`config.mk`:
```
export PLATFORM = sky130hd
export DESIGN_NAME = food_spawn_ctrl
export DESIGN_NICKNAME = d
export VERILOG_FILES = /design/src/rtl/food_spawn_ctrl.sv
export SDC_FILE = /design/constraint.sdc
export NUM_CORES = 1
export LEC_CHECK = 0
export BUFFER_PORTS_ARGS = -buffer_cell sky130_fd_sc_hd__buf_2
export CAP_MARGIN = 40
export CORE_UTILIZATION = 50
export CTS_BUF_LIST = sky130_fd_sc_hd__clkbuf_8 sky130_fd_sc_hd__clkbuf_16
export DETAILED_ROUTE_END_ITERATION = 16
export GPL_ROUTABILITY_DRIVEN = 0
export PLACE_DENSITY_LB_ADDON = 0.3
export SYNTH_ARGS = -nofsm -noshare
export SYNTH_HDL_FRONTEND = slang
export SYNTH_SLANG_ARGS = --single-unit
```
`constraint.sdc`:
```
create_clock -name i_clk -period 1.54 [get_ports i_clk]
set_input_delay 0.231 -clock i_clk [delete_from_list [all_inputs] [get_ports i_clk]]
set_output_delay 0.231 -clock i_clk [all_outputs]
set_load 0.01 [all_outputs]
```
`src/rtl/food_spawn_ctrl.sv`:
```
// food_spawn_ctrl: picks a free grid cell for the next food item and commits it to the renderer
// Build option: define FOOD_SPAWN_TIMEOUT_EN to treat an occupancy query left unanswered for
// ACK_TIMEOUT cycles as an occupied cell; without it QUERY waits for i_occ_ack indefinitely.
// Ports:
//   i_clk, i_rst_n        clock, asynchronous active-low reset
//   i_eat                 1-cycle spawn request (snake head hit food)
//   o_occ_req, o_occ_x/y  occupancy query and candidate pixel coordinates, held until ack
//   i_occ_ack, i_occ_hit  query answer; hit=1 means a snake segment occupies the cell
//   o_food_x/y, o_ate     committed food pixel position and its 1-cycle commit strobe
//   o_busy, o_fail        spawn in progress; commit forced after MAX_TRIES occupied candidates
module food_spawn_ctrl #(
  parameter int unsigned GRID_W      = 40,
  parameter int unsigned GRID_H      = 30,
  parameter int unsigned MAX_TRIES   = 8,
  parameter logic [15:0] LFSR_SEED   = 16'hACE1,
  parameter int unsigned ACK_TIMEOUT = 15
) (
  input  logic       i_clk,
  input  logic       i_rst_n,
  input  logic       i_eat,
  output logic       o_occ_req,
  output logic [9:0] o_occ_x,
  output logic [9:0] o_occ_y,
  input  logic       i_occ_ack,
  input  logic       i_occ_hit,
  output logic [9:0] o_food_x,
  output logic [9:0] o_food_y,
  output logic       o_ate,
  output logic       o_busy,
  output logic       o_fail
);
  typedef enum logic [1:0] {IDLE, GEN, QUERY, COMMIT} state_t;
  state_t      r_state, w_next;
  logic [15:0] r_lfsr;
  logic [3:0]  r_tries;
  logic        r_pending, r_forced;
  logic [5:0]  w_cx;
  logic [4:0]  w_cy;
  logic        w_ack, w_occ;
  if (MAX_TRIES < 1 || MAX_TRIES > 15 || LFSR_SEED == 16'h0 || ACK_TIMEOUT > 15) begin : g_bad_param
    $error("food_spawn_ctrl: parameter out of range");
  end
  // One conditional subtract folds the raw LFSR fields onto the playfield.
  assign w_cx = (r_lfsr[5:0] >= 6'(GRID_W)) ? r_lfsr[5:0] - 6'(GRID_W) : r_lfsr[5:0];
  assign w_cy = (r_lfsr[12:8] >= 5'(GRID_H)) ? r_lfsr[12:8] - 5'(GRID_H) : r_lfsr[12:8];
`ifdef FOOD_SPAWN_TIMEOUT_EN
  logic [3:0] r_wait;
  logic       w_to;
  assign w_to  = !i_occ_ack && r_wait == 4'(ACK_TIMEOUT);
  // An unanswered query is treated as an occupied cell.
  assign w_ack = i_occ_ack | w_to;
  assign w_occ = i_occ_hit | w_to;
  always_ff @(posedge i_clk or negedge i_rst_n)
    if (!i_rst_n) r_wait <= 4'd0;
    else          r_wait <= (r_state == QUERY && !i_occ_ack) ? r_wait + 4'd1 : 4'd0;
`else
  assign w_ack = i_occ_ack;
  assign w_occ = i_occ_hit;
`endif
  always_ff @(posedge i_clk or negedge i_rst_n)
    if (!i_rst_n) r_state <= IDLE;
    else          r_state <= w_next;
  always_comb begin
    w_next = r_state;
    case (r_state)
      IDLE:    w_next = i_eat ? GEN : IDLE;
      GEN:     w_next = QUERY;
      QUERY:   w_next = !w_ack ? QUERY : (w_occ && r_tries < 4'(MAX_TRIES)) ? GEN : COMMIT;
      // An eat arriving in the commit cycle itself chains straight into the next spawn.
      COMMIT:  w_next = (r_pending || i_eat) ? GEN : IDLE;
      default: w_next = IDLE;
    endcase
  end
  always_comb begin
    o_occ_req = r_state == QUERY;
    o_ate     = r_state == COMMIT;
    o_fail    = r_state == COMMIT && r_forced;
    o_busy    = r_state != IDLE;
  end
  always_ff @(posedge i_clk or negedge i_rst_n)
    if (!i_rst_n) begin
      r_lfsr    <= LFSR_SEED;
      r_tries   <= 4'd0;
      r_pending <= 1'b0;
      r_forced  <= 1'b0;
      o_occ_x   <= 10'd0;
      o_occ_y   <= 10'd0;
      o_food_x  <= 10'd304;
      o_food_y  <= 10'd448;
    end else begin
      r_lfsr    <= {1'b0, r_lfsr[15:1]} ^ (r_lfsr[0] ? 16'hB400 : 16'h0000);
      r_pending <= (r_state == COMMIT) ? 1'b0 : (r_state != IDLE) && (r_pending || i_eat);
      r_tries   <= (r_state == GEN) ? r_tries + 4'd1 : (r_state == QUERY) ? r_tries : 4'd0;
      if (r_state == GEN) begin
        o_occ_x <= {w_cx, 4'b0};
        o_occ_y <= {1'b0, w_cy, 4'b0};
      end
      // Food moves on the same edge that raises o_ate.
      if (r_state == QUERY && w_next == COMMIT) begin
        o_food_x <= o_occ_x;
        o_food_y <= o_occ_y;
        r_forced <= w_occ;
      end
    end
endmodule

```
==> impl_metrics.py <==
metrics = {
    "outcome": {
        "status": "finished, final reports clean",
    },
    "pwr": {
        "p_clk_frac": 0.266,
        "powerDensity_nw_per_um2": 1250,
        "ir_worst_vdd_mv": 0.792,
        "combPwrFrac": 0.226,
        "cellLeakagePower_uw": 0.00114,
        "pwr-share-seq": 0.508,
        "p_int_uw": 1940,
        "p_sw_frac": 0.299,
        "p_switching_uw": 828,
    },
    "worst_hold_path": {
        "min_path_type": "in -> reg",
    },
    "cts": {
        "cts_tree": "done",
        "clk_path_buf_depth": 2,
        "clock-sinks": 46,
        "numCtsBuffers": 5,
        "cts_setup_buffers": 0,
        "htree_levels": 2,
        "root_buffer": "clkbuf_8",
        "clk_latency_ps": 300,
        "clk_pin_slew_ps": 80,
    },
    "logic_synthesis": {
        "avgSynthCellArea_um2": 12.3,
        "synth_area_um2": 1980,
        "seq_area_frac_synth": 0.590,
        "ys_ff_latch": 46,
        "syn_inst": 161,
        "synth_cell_type_count": 34,
        "ys_warn_count": 0,
    },
    "timing": {
        "tns_ps": 0,
        "timing.final.crit_share": 0.937,
        "fmax_ghz": 0.693,
        "hold_viol": 0,
        "slew_violations": 0,
        "hold_slack_ps": 170,
        "finalCriticalPeriod_ps": 1440,
        "setup_viol": 0,
        "fin_skew_ps": 6.50,
        "rsz0062_at_grt": "false",
    },
    "detailed_routing": {
        "vias_per_cell": 4.83,
        "first_pass_iters": 4,
        "dr_total_vias": 1183,
        "wirelength_mm": 3.23,
        "final_antenna_net_count": 0,
        "drc_errors": 0,
        "drtIter0Drc": 62,
        "routedWlPerCell_um": 13.2,
    },
    "floorplanning": {
        "initial_core_util": 0.529,
        "design.core.area_um2": 3740,
        "num_rows": 22,
        "dieArea_um2": 4220,
        "die_h_um": 64.9,
        "die-width_um": 64.9,
        "top_level_ports": 49,
    },
    "global_route": {
        "grt_pass1_vias": 1171,
        "overflow": 0,
        "grt_max_degree": 27,
        "grt_antenna_before_repair": 0,
        "grt.total_usage": 0.178,
        "grt_pass1_wl_mm": 5.46,
    },
    "flow_run": {
        "maxCapViolCount": 0,
    },
    "setup_path": {
        "path_max_fanout": 12,
        "worst-endpoint-arrival_ps": 1630,
        "critical_path_class": "reg -> reg",
        "worstPathRequired_ps": 1730,
        "crit_path_start_kind": "flip-flop",
        "end_kind": "flip-flop",
    },
    "placement": {
        "io_buffer_count": 30,
        "hpwl_mm": 2.26,
        "dpl-instance-area_um2": 2110,
    },
    "cells_and_area": {
        "areaGrowthSynthToFinish_pct": 11.9,
        "antenna-diode-count": 0,
        "register_area_um2": 1170,
        "fillers": 328,
        "final_cell_area_um2": 2220,
        "drive_above_1_share": 0.381,
        "fin_nets": 204,
        "multi_input_area_um2": 678,
        "final_common_cell": "dfrtp_1",
        "mostFrequentLayoutCells": "32 x dfrtp_1, 30 x buf_2, 25 x nand2_1",
    },
}
-- registers in the layout (all words and copies together), names as in the netlist --
| register | flops |
|---|---|
| r_lfsr | 16 |
| o_occ_x | 6 |
| o_occ_y | 5 |
| r_forced | 1 |
| r_tries | 4 |
| r_pending | 1 |
| r_state | 2 |
| o_food_x | 6 |
| o_food_y | 5 |
-- kinds of logic after synthesis --
family          after synthesis  synth area share
flops                        46             0.590
simple gates                 44             0.109
buf+inv                      28            0.0998
compound gates               22            0.0714
mux                          12            0.0872
xor+xnor                      5            0.0221
fa+ha+maj                     3            0.0190
other cells                   1           0.00189
-- timing repair --
action | CTS | global route
hold endpoints to repair | 12 | 0
gates resized for setup | 0 | 0
hold buffers | 1 | 0
-- area by class of cell --
cell class,count,area share
Clock inverter,2,0.00395
Inverter,4,0.00678
Sequential cell,46,0.527
Tap cell,48,0.0271
Timing Repair Buffer,35,0.0915
Multi-Input combinational cell,104,0.306
Clock buffer,6,0.0373
-- power groups by stage --
stage                     combinational (uW)  clock, uW  sequential (uW)
after floorplan                          467          0             1420
final                                    626        737             1410
after detailed placement                 635          0             1430
after global placement                   611          0             1410
after CTS                                639        757             1410
after global routing                     701        810             1420
-- worst paths after layout --
| kind | from | to | slack, ps | depth (start not counted) |
|---|---|---|---|---|
| worst max register to register | r_state[1]$_DFF_PN0_ | o_food_x[7]$_DFFE_PN0P_ | 100 | 3 |
| worst min register to register | r_lfsr[7]$_DFF_PN1_ | r_lfsr[6]$_DFF_PN1_ | 360 | 0 |
| worst min-delay path | i_eat | r_pending$_DFF_PN0_ | 170 | 2 |
| min in group asynchronous | i_rst_n | o_food_y[5]$_DFFE_PN0P_ | 410 | 2 |
| worst max-delay path | r_state[1]$_DFF_PN0_ | o_food_x[7]$_DFFE_PN0P_ | 100 | 3 |
| max in group asynchronous | i_rst_n | o_food_y[8]$_DFFE_PN1P_ | 550 | 3 |
-- stage by stage --
step	utilization	power, uW	worst slack, ps	instances
2_1_floorplan	-	1880	123	178
3_5_place_dp	0.565	2060	102	236
5_1_grt	0.592	2930	24.8	245
4_1_cts	0.592	2800	93.3	245
3_3_place_gp	0.565	2020	181	236
6_report	0.592	2770	97.3	245
-- metal layers --
| metal | part of all wire | track usage |
|---|---|---|
| met1 | 0.46 | 0.235 |
| met4 | 0.023 | 0.0917 |
| met2 | 0.46 | 0.271 |
| met5 | 0 | 0 |
| met3 | 0.056 | 0.0458 |
-- synthesized netlist by cell type --
| master | count | area [um2] |
|---|---|---|
| and2_2 | 1 | 7.51 |
| mux2_2 | 2 | 22.5 |
| nand2_1 | 25 | 93.8 |
| nor2_1 | 2 | 7.51 |
| buf_4 | 18 | 135 |
| buf_2 | 1 | 5.00 |
| buf_12 | 1 | 20.0 |
| o22a_2 | 1 | 10.0 |
| and3_2 | 1 | 7.51 |
| and2b_2 | 1 | 8.76 |
| ha_1 | 3 | 37.5 |
| conb_1 | 1 | 3.75 |
| and3_4 | 1 | 11.3 |
| buf_6 | 1 | 11.3 |
| inv_1 | 4 | 15.0 |
| nand2b_1 | 5 | 31.3 |
| or2_2 | 1 | 6.26 |
| mux2_4 | 10 | 150 |
| dfstp_2 | 14 | 368 |
| clkbuf_1 | 3 | 11.3 |
| a22o_2 | 1 | 10.0 |
| nor2b_2 | 1 | 8.76 |
| o21ai_0 | 7 | 35.0 |
| dfrtp_1 | 32 | 801 |
| o31ai_1 | 2 | 15.0 |
| xor2_1 | 4 | 35.0 |
| a31oi_1 | 2 | 12.5 |
| a211oi_1 | 3 | 22.5 |
| nand3_1 | 5 | 25.0 |
| a41oi_1 | 1 | 8.76 |
| xnor2_1 | 1 | 8.76 |
| a21oi_1 | 4 | 20.0 |
| or2b_1 | 1 | 7.51 |
| a21o_1 | 1 | 7.51 |
-- critical path, cell delays in order, from the launching register on --
cell and delay, ps:
dfrtp_1 420, nor2b_2 190, and3_4 350, mux2_2 360
Note: power is estimated with default switching activity, not from simulation.
